[config.mk]
export PLATFORM = sky130hd
export DESIGN_NAME = cnn_core
export DESIGN_NICKNAME = d
export VERILOG_FILES = /design/src/rtl/cnn_core.sv
export SDC_FILE = /design/constraint.sdc
export NUM_CORES = 1
export LEC_CHECK = 0
export CORE_UTILIZATION = 62
export CTS_CLUSTER_DIAMETER = 100
export DETAILED_ROUTE_END_ITERATION = 8
export PLACE_DENSITY_LB_ADDON = 0.08
export SKIP_CTS_REPAIR_TIMING = 1
export SLEW_MARGIN = 20
export SYNTH_ARGS = -nofsm -noshare
export SYNTH_HDL_FRONTEND = slang
export SYNTH_SLANG_ARGS = --single-unit
export TNS_END_PERCENT = 1
[constraint.sdc]
create_clock -name clk -period 8.1 [get_ports clk]
set_clock_uncertainty 0.15 [all_clocks]
set_input_delay 1.62 -clock clk [delete_from_list [all_inputs] [get_ports clk]]
set_output_delay 1.62 -clock clk [all_outputs]
set_load 0.1 [all_outputs]
[src/rtl/cnn_core.sv]


module cnn_core #(
  parameter int IMG    = 9,
  parameter int K      = 3,
  parameter int NCH    = 6,
  parameter int SHIFT  = 7,
  parameter int ADDR_W = 16
) (
  input  logic              clk,
  input  logic              rst,
  input  logic              start,
  output logic              done,

  output logic [ADDR_W-1:0] BRAM_IF_ADDR,
  output logic              BRAM_IF_EN,
  output logic              BRAM_IF_WE,
  output logic              BRAM_IF_RST,
  output logic [7:0]        BRAM_IF_DIN,
  input  logic [7:0]        BRAM_IF_DOUT,

  output logic [ADDR_W-1:0] BRAM_W_ADDR,
  output logic              BRAM_W_EN,
  output logic              BRAM_W_WE,
  output logic              BRAM_W_RST,
  output logic [7:0]        BRAM_W_DIN,
  input  logic [7:0]        BRAM_W_DOUT,

  output logic [ADDR_W-1:0] BRAM_TEMP_ADDR,
  output logic              BRAM_TEMP_EN,
  output logic              BRAM_TEMP_WE,
  output logic              BRAM_TEMP_RST,
  output logic [7:0]        BRAM_TEMP_DIN,
  input  logic [7:0]        BRAM_TEMP_DOUT
);

  localparam int OUT   = IMG - K + 1;
  localparam int KK    = K * K;
  localparam int CNT_W = $clog2(KK + 1);

  // Tap counter runs 0..KK: KK address issues, the last read captured at KK.
  localparam logic [CNT_W-1:0]  L_CNT_LAST = CNT_W'(KK);
  localparam logic [ADDR_W-1:0] L_K_LAST   = ADDR_W'(K - 1);
  localparam logic [ADDR_W-1:0] L_OUT_LAST = ADDR_W'(OUT - 1);
  localparam logic [ADDR_W-1:0] L_NCH_LAST = ADDR_W'(NCH - 1);
  localparam logic [ADDR_W-1:0] L_IMG      = ADDR_W'(IMG);
  localparam logic [ADDR_W-1:0] L_KK       = ADDR_W'(KK);
  localparam logic [ADDR_W-1:0] L_OUT      = ADDR_W'(OUT);
  localparam logic [ADDR_W-1:0] L_MAP      = ADDR_W'(OUT * OUT);

  typedef enum logic [2:0] {
    S_IDLE, S_LOAD_W, S_MAC, S_WRITE, S_DONE
  } state_t;

  state_t                   r_state, w_next;
  logic [CNT_W-1:0]         r_cnt;
  logic [ADDR_W-1:0]        r_k, r_oy, r_ox, r_ky, r_kx;
  logic signed [19:0]       r_acc;
  logic signed [7:0]        r_w [KK];

  logic                     w_issue, w_capture, w_last_tap, w_last_win, w_last_k;
  logic signed [15:0]       w_prod;
  logic signed [19:0]       w_shifted;
  logic [7:0]               w_result;
  logic                     w_unused;

  // Read-only ports and memory output resets are never exercised.
  assign BRAM_IF_WE    = 1'b0;
  assign BRAM_IF_DIN   = '0;
  assign BRAM_IF_RST   = 1'b0;
  assign BRAM_W_WE     = 1'b0;
  assign BRAM_W_DIN    = '0;
  assign BRAM_W_RST    = 1'b0;
  assign BRAM_TEMP_RST = 1'b0;
  // TEMP is write-only from the core's point of view.
  assign w_unused      = ^BRAM_TEMP_DOUT;

  assign w_issue    = (r_cnt != L_CNT_LAST);
  assign w_capture  = (r_cnt != '0);
  assign w_last_tap = (r_cnt == L_CNT_LAST);
  assign w_last_win = (r_ox == L_OUT_LAST) && (r_oy == L_OUT_LAST);
  assign w_last_k   = (r_k == L_NCH_LAST);

  // r_w[0] always holds the weight matching the pixel currently on IF_DOUT.
  assign w_prod    = $signed(BRAM_IF_DOUT) * r_w[0];
  assign w_shifted = r_acc >>> SHIFT;

  // ReLU, then shift and clamp to the positive int8 range.
  always_comb begin
    if (r_acc[19])                 w_result = 8'd0;
    else if (w_shifted > 20'sd127) w_result = 8'd127;
    else                           w_result = w_shifted[7:0];
  end

  // FSM state register.
  always_ff @(posedge clk or posedge rst) begin
    if (rst) r_state <= S_IDLE;
    else     r_state <= w_next;
  end

  // FSM next-state logic.
  // NOTE: w_next gets a default before the case so no path leaves it
  // unassigned; otherwise synthesis infers a latch.
  always_comb begin
    w_next = r_state;
    case (r_state)
      S_IDLE, S_DONE: if (start) w_next = S_LOAD_W;
      S_LOAD_W:       if (w_last_tap) w_next = S_MAC;
      S_MAC:          if (w_last_tap) w_next = S_WRITE;
      S_WRITE: begin
        if (w_last_win && w_last_k) w_next = S_DONE;
        else if (w_last_win)        w_next = S_LOAD_W;
        else                        w_next = S_MAC;
      end
      default:        w_next = S_IDLE;
    endcase
  end

  // FSM outputs: memory strobes and addresses, zero whenever idle.
  always_comb begin
    done           = (r_state == S_DONE);
    BRAM_IF_EN     = 1'b0;
    BRAM_IF_ADDR   = '0;
    BRAM_W_EN      = 1'b0;
    BRAM_W_ADDR    = '0;
    BRAM_TEMP_EN   = 1'b0;
    BRAM_TEMP_WE   = 1'b0;
    BRAM_TEMP_ADDR = '0;
    BRAM_TEMP_DIN  = '0;
    case (r_state)
      S_LOAD_W: if (w_issue) begin
        BRAM_W_EN   = 1'b1;
        BRAM_W_ADDR = r_k * L_KK + ADDR_W'(r_cnt);
      end
      S_MAC: if (w_issue) begin
        BRAM_IF_EN   = 1'b1;
        BRAM_IF_ADDR = (r_oy + r_ky) * L_IMG + r_ox + r_kx;
      end
      S_WRITE: begin
        BRAM_TEMP_EN   = 1'b1;
        BRAM_TEMP_WE   = 1'b1;
        BRAM_TEMP_ADDR = r_k * L_MAP + r_oy * L_OUT + r_ox;
        BRAM_TEMP_DIN  = w_result;
      end
      default: ;
    endcase
  end

  // Loop counters and accumulator: taps, window position, kernel index.
  always_ff @(posedge clk or posedge rst) begin
    if (rst) begin
      r_cnt <= '0;
      r_k   <= '0;
      r_oy  <= '0;
      r_ox  <= '0;
      r_ky  <= '0;
      r_kx  <= '0;
      r_acc <= '0;
    end else begin
      case (r_state)
        S_IDLE, S_DONE: if (start) begin
          r_cnt <= '0;
          r_k   <= '0;
          r_oy  <= '0;
          r_ox  <= '0;
        end
        S_LOAD_W: begin
          if (w_last_tap) begin
            r_cnt <= '0;
            r_ky  <= '0;
            r_kx  <= '0;
            r_acc <= '0;
          end else begin
            r_cnt <= r_cnt + 1'b1;
          end
        end
        S_MAC: begin
          if (w_issue) begin
            if (r_kx == L_K_LAST) begin
              r_kx <= '0;
              r_ky <= r_ky + 1'b1;
            end else begin
              r_kx <= r_kx + 1'b1;
            end
          end
          if (w_capture) r_acc <= r_acc + {{4{w_prod[15]}}, w_prod};
          r_cnt <= w_last_tap ? '0 : r_cnt + 1'b1;
        end
        S_WRITE: begin
          r_cnt <= '0;
          r_ky  <= '0;
          r_kx  <= '0;
          r_acc <= '0;
          if (r_ox == L_OUT_LAST) begin
            r_ox <= '0;
            if (r_oy == L_OUT_LAST) begin
              r_oy <= '0;
              r_k  <= r_k + 1'b1;
            end else begin
              r_oy <= r_oy + 1'b1;
            end
          end else begin
            r_ox <= r_ox + 1'b1;
          end
        end
        default: ;
      endcase
    end
  end

  // Weight shift register: filled tap-by-tap in LOAD_W, rotated once per tap
  // in MAC so the next weight always sits at index 0.
  always_ff @(posedge clk) begin
    if (w_capture && (r_state == S_LOAD_W || r_state == S_MAC)) begin
      for (int i = 0; i < KK - 1; i++) r_w[i] <= r_w[i+1];
      r_w[KK-1] <= (r_state == S_LOAD_W) ? $signed(BRAM_W_DOUT) : r_w[0];
    end
  end

endmodule

* Word level (Yosys, flattened, before mapping)
Memories as Yosys holds them, arrays and structs flattened.
Index checks and enable logic that the tools add are counted.
** Word-level totals
- RAM bits :: 72
- Input bits :: 27
- Logic and storage cells :: 108
- Flip-flop bits (word level) :: 107
- Memories kept :: 1
- Output and inout bits :: 82
** Memory list
- r_w :: depth 9, bits a word 8, rd ports 9, clocked after Yosys merged registers in 0, wr ports 9, line 59 : logic signed [7:0] r_w [KK];
** Operators by class
- Magnitude comparators :: 1
- Mux-type cells :: 43
- Multiply operators :: 5
- Equal/unequal tests :: 18
- Reduce and logical (&&, ||, !) cells :: 19
- $add $sub $neg :: 13
** Operators by type and width (number)
- $mux W16 :: 16
- $pmux W16 S2 :: 3
- $pmux W16 S3 :: 2
- $add A16 B1 Y16 const B :: 5
- $add A16 B16 Y16 :: 5
- $pmux W20 S3 :: 1
- $eq A16 B3 Y1 const B :: 3
- $mux W20 :: 2
- $mul A16 B4 Y16 const B :: 2
- $mux W8 :: 4
- $add A20 B20 Y20 :: 1
- $add A16 B4 Y16 :: 1
- $eq A16 B2 Y1 const B :: 1
- $mul A16 B3 Y16 const B :: 1
- $mul A16 B6 Y16 const B :: 1
- $mul A8 B8 Y16 :: 1
- $ne A2 B2 Y1 const B :: 8
- $gt A13 B8 Y1 const B :: 1
- $mux W3 :: 4
- $pmux W3 S4 :: 1
- $pmux W4 S3 :: 1
- $reduce_and A3 Y1 :: 4
- $mux W4 :: 2
- $reduce_and A4 Y1 :: 2
- other kinds (16) :: 27

* Depth between registers and ports, before layout
- Depth in word-level cells :: 6
- Mapped depth :: 26
- Depth with buffers taken out :: 26

* Worst setup path before layout
OpenSTA, ideal clock, no wires.
- Path kind :: reg-to-output
- Start point :: register r_oy[0]
- End point :: output port BRAM_IF_ADDR[15]
- Arrival :: 6.066 ns
- Path slack :: 0.264 ns
- Data required time :: 6.330 ns
- Path buffers :: 0
- Stages on the path, launching flop included :: 21
- Cell sequence :: dfrtp_1 > ha_1 > fa_1 > a21o_1 > a311oi_2 > nor2_1 > a21oi_1 > xnor2_1 > inv_1 > fa_1 > inv_1 > ha_1 > fa_1 > ha_1 > or2_2 > o31ai_1 > a211oi_1 > nor4_1 > o21ai_1 > xnor3_1 > nor2_1
** Between the ends
- Word-level cells in the longest chain between the ends :: 6
** RTL lines
- start, declared :: line 57 : logic [ADDR_W-1:0] r_k, r_oy, r_ox, r_ky, r_kx;
- start signal, assigned :: line 200 : r_oy <= r_oy + 1'b1;
- $add A16 B16 Y16 :: line 137 : BRAM_IF_ADDR = (r_oy + r_ky) * L_IMG + r_ox + r_kx;
- $mul A16 B4 Y16 :: line 137
- $add A16 B16 Y16 (2 in series) :: line 137
- $mux W16 :: line 135 : S_MAC: if (w_issue) begin
- $mux W16 :: line 130 : case (r_state)
- end, declared :: line 15 : output logic [ADDR_W-1:0] BRAM_IF_ADDR,
Every way passes these cells.

* Worst setup path in the final report
- Start point :: register r_ky[0]
- End point :: output port BRAM_IF_ADDR[15]
** Between the ends
- Word-level cells in the longest chain between the ends :: 6
** RTL lines
- start, declared :: line 57
- start signal, assigned :: line 181 : r_ky <= r_ky + 1'b1;
- $add A16 B16 Y16 :: line 137
- $mul A16 B4 Y16 :: line 137
- $add A16 B16 Y16 (2 in series) :: line 137
- $mux W16 :: line 135
- $mux W16 :: line 130
Every way passes these cells.

==> impl_metrics.py <==
metrics = {
    "place": {
        "gp_congestion": 0.874,
        "placed_area_mm2": 0.0182,
        "dp_hpwl_um": 28100,
        "dp_cells": 2134,
        "port_buffers": 78,
    },
    "setup_path": {
        "crit_path_cell_trace": "ha_1, fa_1, a21o_1, a311oi_2, nor2_1, a21oi_1, xnor2_1, inv_1, fa_1, inv_1, ha_1, fa_1, ha_1, or2_2, o31ai_1, a211oi_1, nor4_2, o21ai_1, xnor3_1, nor2_1, buf_12",
        "critPathRequiredTime_ns": 6.33,
        "crit_path_top_delay_cell": "fa_1",
        "critPathTopFamily": "adder cells",
        "worstPathMaxFanout": 4,
        "critical_path_class": "reg2out",
        "critPathArrivalTime_ns": 5.93,
        "path_buf_inv": 3,
        "crit_path_max_incr_delay_ns": 0.48,
        "cp-end-kind": "output port",
        "startpoint_type": "flip-flop",
        "reg2reg_slack_ns": 1.56,
    },
    "timing": {
        "timing_hold_violations_final": 0,
        "tns_ns": 0,
        "fmax_mhz": 130,
        "whs_ns": 0.271,
        "worst_pin_slew_ns": 1.06,
        "setup_violations": 0,
        "rsz0062_at_grt": "no",
        "slew_viol_final": 0,
        "relSlewSlack": 0.288,
        "period_minus_slack_ns": 7.70,
        "fin_crit_sh": 0.951,
    },
    "grt": {
        "grt_pass1_vias": 12200,
        "grt_max_degree": 73,
        "grt_overflow": 0,
        "grt_use_total": 0.273,
        "antenna_found_initial": 0,
        "grt_pass1_wl_um": 60500,
    },
    "drt": {
        "num_vias": 12100,
        "wl_per_cell_um": 16.8,
        "drtIter0Drc": 827,
        "dr.pass1.iters": 5,
        "antenna_left": 0,
        "vias_per_cell": 5.59,
        "totalWireLength_um": 36300,
        "drc": 0,
    },
    "floorplanning": {
        "start_util": 0.633,
        "io_pins": 109,
        "die_area_mm2": 0.0282,
        "num_rows": 60,
        "die_y_um": 168,
        "fp.dieW_um": 168,
        "core_mm2": 0.0270,
    },
    "finish": {
        "fin_nets": 2197,
        "antenna_cells": 0,
        "final_layout_size_suffix_gt1_frac": 0.0564,
        "area_growth_pct": 10.4,
        "finalNonFillerCells": 2166,
        "final_area_mm2": 0.0188,
    },
    "yosys": {
        "syn-mean-instance-area_um2": 9.90,
        "synth_warnings": 0,
        "synth_top_area_cell": "fa_1",
        "syn_inst": 1723,
        "synth.most_common_cell": "inv_1",
        "synth_edf_count": 72,
        "ys_types": 73,
        "ys_seq_area_frac": 0.284,
        "netlist_area_mm2": 0.0171,
        "async_reset_ff_frac": 0.598,
        "ys_top_cells_by_count": "inv_1 (252), ha_1 (215), fa_1 (143), nor2_1 (127), dfrtp_1 (107)",
        "synth-seq-cells": 179,
        "synthTopCellsByArea": "fa_1 (17%), ha_1 (16%), dfrtp_1 (16%), edfxtp_1 (13%), inv_1 (5.5%)",
        "synth-main-ff-cell": "dfrtp_1",
        "synth_top_area_frac": 0.168,
    },
    "clocking": {
        "root_buffer": "clkbuf_16",
        "tritoncts": "yes",
        "htree_levels": 4,
        "numCtsBuffers": 17,
        "clock_latency_ns": 0.46,
        "cts_max_path_buffers": 2,
        "cts.sinks": 179,
        "clkTransAtPathRegs_ns": 0.08,
    },
    "status": {
        "outcome": "finished, final reports clean",
    },
    "run": {
        "cap_violations": 0,
    },
    "hold_path": {
        "hp-class": "reg2reg",
    },
}
==> layer usage <==
metal | track usage | up-vias | part of all wire
li1 | - | 5890 | -
met1 | 0.350 | 5974 | 0.44
met2 | 0.478 | 192 | 0.50
met3 | 0.0308 | 57 | 0.027
met4 | 0.103 | 0 | 0.032
met5 | 0 | - | 0
==> cells by family (layout without fill, tap and decap cells) <==
kind of cell,Yosys count,in the layout,synth area share
and+or+nand+nor,463,463,0.137
xor gates and xnor gates,145,145,0.0753
DFF,179,179,0.284
AOI/OAI and AO/OA,261,261,0.0975
adders and majority gates,358,358,0.326
muxes,14,14,0.00895
buffers and inverters,302,383,0.0720
other,1,22,0.000220
==> layout make-up <==
type	instances	area, um^2
clock buffer	17	425
clock inverter	15	204
fill	2093	8120
inverter	254	956
multi-input combinational	1263	11100
sequential	179	4840
tap	341	427
timing repair buffer	97	886
==> path summary, 6_finish.rpt <==
kind / from / to / cells past startpoint
max: r_ky[0] / BRAM_IF_ADDR[15] / 21
min: r_w[0][65] / r_w[0][57] / 0
max reg2reg: r_w[0][4] / r_acc[19] / 25
min in group asynchronous: rst / r_acc[18] / 2
max in group asynchronous: rst / r_oy[1] / 3
min reg2reg: r_w[0][65] / r_w[0][57] / 0
==> cells in the final DEF (no fill, tap or decap), types with 28 or more instances in the layout <==
cell             instances
inv_1                  251
ha_1                   215
fa_1                   143
nor2_1                 124
dfrtp_1                106
nand2_1                 92
xnor2_1                 89
o21ai_0                 72
edfxtp_1                72
a21oi_1                 59
clkdlybuf4s50_1         56
and2_1                  55
xor2_1                  55
nand3_1                 42
buf_4                   39
nor3_1                  28
a21o_1                  28
==> through the flow <==
stage	utilization	setup WS (ns)
floorplan	-	0.264
global placement	0.674	0.152
detailed placement	0.675	0.0286
CTS	0.698	0.199
global route	0.699	0.00278
finish	0.699	0.399
==> flip-flops by register name, indices dropped and copies added (netlist names) <==
signal   count
r_k         16
r_acc       20
r_oy        16
r_kx        16
r_ky        16
r_cnt        4
r_state      3
r_w         72
r_ox        16
Power is left out: the tool's default activity adds up to more than one toggle a clock period on the data nets, which glitch-free logic cannot reach.
